**config.mk**
```make
export PLATFORM = sky130hd
export DESIGN_NAME = serv_pc_seq
export DESIGN_NICKNAME = d
export VERILOG_FILES = /design/src/rtl/serv_seq_pkg.sv /design/src/rtl/serv_bit_cnt.sv /design/src/rtl/serv_pc_seq.sv
export SDC_FILE = /design/constraint.sdc
export NUM_CORES = 1
export LEC_CHECK = 0
export ABC_AREA = 1
export CORE_MARGIN = 10
export CORE_UTILIZATION = 46
export CTS_CLUSTER_DIAMETER = 50
export CTS_CLUSTER_SIZE = 25
export DETAILED_ROUTE_END_ITERATION = 6
export GPL_TIMING_DRIVEN = 0
export PLACE_DENSITY = 0.83
export SYNTH_ARGS = -nofsm -noshare
export SYNTH_HDL_FRONTEND = slang
export SYNTH_HIERARCHICAL = 1
export SYNTH_SLANG_ARGS = --single-unit
```
**constraint.sdc**
```tcl
create_clock -name clk -period 1.7 [get_ports clk]
set_input_delay 0.34 -clock clk [delete_from_list [all_inputs] [get_ports clk]]
set_output_delay 0.34 -clock clk [all_outputs]
set_load 0.02 [all_outputs]
```
**src/rtl/serv_seq_pkg.sv**
```systemverilog
// Shared types and constants for the serv PC/control sequencer.
package serv_seq_pkg;

  typedef enum logic [2:0] {
    ST_RST      = 3'd0,
    ST_FETCH    = 3'd1,
    ST_DECODE   = 3'd2,
    ST_RUN_INIT = 3'd3,
    ST_RUN      = 3'd4
  } state_t;

  localparam int CNT_W = 5;

  // Only 1-bit and 4-bit datapath slices exist in the serial core.
  function automatic bit w_is_legal(input int w);
    return (w == 1) || (w == 4);
  endfunction

endpackage

```
**src/rtl/serv_bit_cnt.sv**
```systemverilog
// Bit-position counter for one instruction pass: W-step advance with stall
// hold, last-slice detect and per-bit strobe decode.
module serv_bit_cnt
  import serv_seq_pkg::*;
#(
  parameter int W = 1
) (
  input  logic             clk,
  input  logic             rst_n,
  input  logic             run,
  input  logic             stall,
  output logic [CNT_W-1:0] cnt,
  output logic             done,
  output logic             cnt0,
  output logic             cnt1,
  output logic             cnt2,
  output logic             cnt12to31
);

  localparam logic [CNT_W-1:0] STEP = CNT_W'(W);
  localparam logic [CNT_W-1:0] LAST = CNT_W'(32 - W);

  logic advance;

  assign advance = run & ~stall;

  // Counter advances one slice per unstalled run cycle; the modulo-32 wrap
  // after the last slice leaves it at 0 ready for the next pass.
  always_ff @(posedge clk or negedge rst_n) begin
    if (!rst_n) begin
      cnt <= '0;
    end else if (advance) begin
      cnt <= cnt + STEP;
    end
  end

  assign done      = advance & (cnt == LAST);
  assign cnt12to31 = run & (cnt >= CNT_W'(12));

  // A 4-bit slice at cnt==0 holds bits 0..3, so the low strobes coincide.
  generate
    if (W == 1) begin : g_w1
      assign cnt0 = run & (cnt == CNT_W'(0));
      assign cnt1 = run & (cnt == CNT_W'(1));
      assign cnt2 = run & (cnt == CNT_W'(2));
    end else begin : g_w4
      assign cnt0 = run & (cnt == CNT_W'(0));
      assign cnt1 = cnt0;
      assign cnt2 = cnt0;
    end
  endgenerate

endmodule

```
**src/rtl/serv_pc_seq.sv**
```systemverilog
// PC/control sequencer: ctrl reset window, ibus fetch handshake, decode slot
// and the optional init pass ahead of the PC update pass.
module serv_pc_seq
  import serv_seq_pkg::*;
#(
  parameter int W                 = 1,
  parameter int RESET_FETCH_DELAY = 1
) (
  input  logic             clk,
  input  logic             i_rst_n,
  output logic             o_ibus_cyc,
  input  logic             i_ibus_ack,
  input  logic             i_two_stage,
  input  logic             i_stall,
  output logic             o_ctrl_rst,
  output logic             o_pc_en,
  output logic             o_init,
  output logic             o_cnt0,
  output logic             o_cnt1,
  output logic             o_cnt2,
  output logic             o_cnt12to31,
  output logic             o_cnt_done,
  output logic [CNT_W-1:0] o_cnt
);

  generate
    if (!w_is_legal(W)) begin : g_bad_w
      $error("serv_pc_seq: W must be 1 or 4");
    end
    if (RESET_FETCH_DELAY < 1 || RESET_FETCH_DELAY > 3) begin : g_bad_delay
      $error("serv_pc_seq: RESET_FETCH_DELAY must be 1..3");
    end
  endgenerate

  localparam logic [1:0] RST_LOAD = 2'(RESET_FETCH_DELAY - 1);

  state_t     state;
  state_t     state_nxt;
  logic [1:0] rst_cnt;
  logic       run;
  logic       cnt_done;

  // State register; reset lands in RST from any point of a fetch or pass.
  always_ff @(posedge clk or negedge i_rst_n) begin
    if (!i_rst_n) begin
      state <= ST_RST;
    end else begin
      state <= state_nxt;
    end
  end

  // Down-counter stretching the serv_ctrl reset window after release.
  always_ff @(posedge clk or negedge i_rst_n) begin
    if (!i_rst_n) begin
      rst_cnt <= RST_LOAD;
    end else if (state == ST_RST && rst_cnt != 2'd0) begin
      rst_cnt <= rst_cnt - 2'd1;
    end
  end

  // Next-state logic; inputs are only looked at in the state that owns them.
  always_comb begin
    state_nxt = state;
    case (state)
      ST_RST:      if (rst_cnt == 2'd0) state_nxt = ST_FETCH;
      ST_FETCH:    if (i_ibus_ack)      state_nxt = ST_DECODE;
      ST_DECODE:   state_nxt = i_two_stage ? ST_RUN_INIT : ST_RUN;
      ST_RUN_INIT: if (cnt_done)        state_nxt = ST_RUN;
      ST_RUN:      if (cnt_done)        state_nxt = ST_FETCH;
      default:     state_nxt = ST_RST;
    endcase
  end

  assign run        = (state == ST_RUN_INIT) | (state == ST_RUN);
  assign o_ctrl_rst = (state == ST_RST);
  assign o_ibus_cyc = (state == ST_FETCH);
  assign o_init     = (state == ST_RUN_INIT);
  assign o_pc_en    = (state == ST_RUN) & ~i_stall;
  assign o_cnt_done = cnt_done;

  serv_bit_cnt #(
    .W (W)
  ) u_bit_cnt (
    .clk       (clk),
    .rst_n     (i_rst_n),
    .run       (run),
    .stall     (i_stall),
    .cnt       (o_cnt),
    .done      (cnt_done),
    .cnt0      (o_cnt0),
    .cnt1      (o_cnt1),
    .cnt2      (o_cnt2),
    .cnt12to31 (o_cnt12to31)
  );

endmodule

```
==> results.json <==
{
  "ir_worst_vdd_mv": 1.01,
  "crit_path_start_kind": "flop",
  "instances_no_fill": 142,
  "hold_viol_final": 0,
  "place.gp.congestion": 0.821,
  "relSlewSlack_pct": 69.9,
  "path_class": "reg -> out",
  "first_pass_iters": 4,
  "grt_pass1_vias": 699,
  "first_iter_violations": 28,
  "antenna_found_initial": 0,
  "via_count": 713,
  "rows": 13,
  "clk_pin_slew_worst_paths_ns": 0.07,
  "p_total_uw": 1820,
  "wl_mm": 1.84,
  "wl_per_cell_um": 12.9,
  "skew_ns": 0.00528,
  "max_freq_ghz": 0.559,
  "cts_hold_buf": 0,
  "cts_max_level": 1,
  "grt_pass1_wl_mm": 2.97,
  "worst_slew_pin_slew_ns": 0.450,
  "crit_required_ns": 1.36,
  "cts_made_buffers": 3,
  "setup_viol": 5,
  "layout_worst_path_cycle_share_pct": 105,
  "whs_ns": 0.393,
  "drc": 0,
  "setup_ws_ns": -0.0889,
  "p_leak_uw": 0.000554,
  "vias_per_cell": 5.02,
  "syn_nets": 104,
  "dpl.cell_count": 126,
  "grt_max_degree": 11,
  "crit_chain": "nor2_2 > nand2_2 > nand2_4 > nand3_4 > nor3_4 > buf_6",
  "diodes": 0,
  "critPathMaxStageDelay_ns": 0.42,
  "die-area_um2": 3430,
  "clk_latency_ns": 0.26,
  "max-cap-violations": 0,
  "synth_area_um2": 686,
  "min_path_type": "in -> async",
  "min_period_ns": 1.79,
  "grt_overflow_total": 0,
  "die_w_um": 58.6,
  "die_y_um": 58.6,
  "cp_max_fo": 4,
  "cts_tree": "yes",
  "p_per_area_nw_per_um2": 1720,
  "syn2layout_area_growth_pct": 54.4,
  "ctsRootBufferMaster": "clkbuf_4",
  "synth_cell_type_count": 20,
  "rsz0062_at_grt": "true",
  "violations": "negative setup slack",
  "dp_hpwl_mm": 1.24,
  "finalMaxSlewViolations": 0,
  "start_util_pct": 50.8,
  "core_area_um2": 1350,
  "synth_seq_cells": 10,
  "status": "finished, violations left",
  "ys.warnings.count": 6,
  "endpoint_kind": "primary output",
  "grt_util_all_layers_pct": 10.3,
  "syn_inst": 93,
  "ys_seq_area_share_pct": 36.5,
  "layout.nets": 139,
  "drtAntennaViolNets": 0,
  "port_buffers": 18,
  "drive_gt1_share_pct": 40.9,
  "totalNegativeSetupSlack_ns": -0.250,
  "cts_buffer_depth": 2,
  "arrival_ns": 1.45,
  "place_ws_ns": -0.421,
  "syn_area_per_cell_um2": 7.37,
  "cts_sinks": 10,
  "io_pins": 19,
  "cp_slowest_cell": "dfrtp_1"
}
==> metrics by stage <==
step                      util (%)  cell area [um2]
after CTS                     70.5              952
after detailed placement      66.3              895
after global placement        66.3              895
after floorplan                  -              696
final                         78.4             1060
after global routing          78.4             1060
==> layout make-up <==
class / instances / area (um2)
fillers: 84 / 292
flip-flops and latches: 10 / 254
clock buffers: 4 / 26.3
well taps: 15 / 18.8
inverters: 22 / 83.8
repair buffers: 30 / 250
multi-input cells: 61 / 425
==> cell families (layout without fill, tap and decap cells) <==
logic type / Yosys count / after routing / share of synthesized area [%]
xor gates and xnor gates: 2 / 2 / 2.56
and+or+nand+nor: 46 / 46 / 32.3
AOI/OAI and AO/OA: 7 / 7 / 5.48
adders and majority gates: 6 / 6 / 10.9
DFF: 10 / 10 / 36.5
buffers and inverters: 22 / 56 / 12.2
==> where the power goes <==
group	leakage, uW	internal [uW]	switching [uW]	total [uW]
clock	0.0000150	90.4	78.2	169
sequential	0.000122	335	137	472
combinational	0.000417	503	673	1180
==> path summary, 6_finish.rpt <==
path                                    end  slack [ns]       start  cells past startpoint
setup reg to reg                   state[0]        0.22    state[1]                     10
max in group asynchronous  u_bit_cnt/cnt[2]        0.97     i_rst_n                      1
min in group clk                 rst_cnt[1]        0.49  rst_cnt[1]                      2
hold / removal             u_bit_cnt/cnt[4]        0.39     i_rst_n                      1
hold reg to reg                  rst_cnt[1]        0.49  rst_cnt[1]                      2
setup / recovery                     o_cnt2       -0.09    state[1]                      6
==> cells in the mapped netlist <==
library cell,count,area share [%]
a21oi_1,2,1.5
clkinv_2,1,0.73
dfrtp_1,10,36
ha_1,6,11
inv_1,19,10
inv_2,2,1.1
nand2_1,19,10
nand2_2,2,1.8
nand2_4,1,1.6
nand3_1,10,7.3
nand3_2,1,1.5
nand3b_2,1,1.6
nand4_1,1,0.91
nor2_1,6,3.3
nor2_2,1,0.91
nor3_1,4,2.9
o21ai_0,2,1.5
o21ai_1,2,1.5
o21bai_1,1,1.1
xor2_1,2,2.6
==> layer usage <==
layer / share of wire, % / vias up / track usage, %
met1: 44 / 326 / 12.2
met3: 8.1 / 2 / 3.65
met5: 0 / - / 0
met4: 0.44 / 0 / 1.97
li1: - / 360 / -
met2: 47 / 25 / 17.5
==> timing repair <==
action	CTS	global route
hold endpoints to repair	0	0
pin swaps	2	7
setup endpoints to repair	10	10
setup buffers	7	5
gates cloned	0	0
resized for setup	32	32
==> layout by cell type, fill, tap and decap left out, types with 2 or more instances in the layout <==
cell type / n
a21oi_1: 2
o21ai_1: 2
ha_1: 4
o21ai_0: 2
nand2_2: 2
clkbuf_2: 3
clkbuf_4: 3
dlygate4sd2_1: 3
clkdlybuf4s50_1: 7
xor2_1: 2
nand3_2: 2
nor3_2: 3
nand2_4: 2
nand3_1: 8
inv_1: 12
nor2_1: 5
nand2_1: 18
dfrtp_2: 3
buf_6: 3
dfrtp_1: 7
buf_4: 14
inv_2: 9
==> worst max-delay path, delay by kind of cell (launching register included) <==
family	cells	cell delay (ns)
AND/OR/NAND/NOR	5	0.62
flip-flops	1	0.42
buffers and inverters	1	0.14
==> flip-flops by register name, summed over array words and instances (netlist names) <==
register / cells
rst_cnt: 2
state: 3
u_bit_cnt/cnt: 5
No activity file was read; power rests on OpenSTA's default activity.
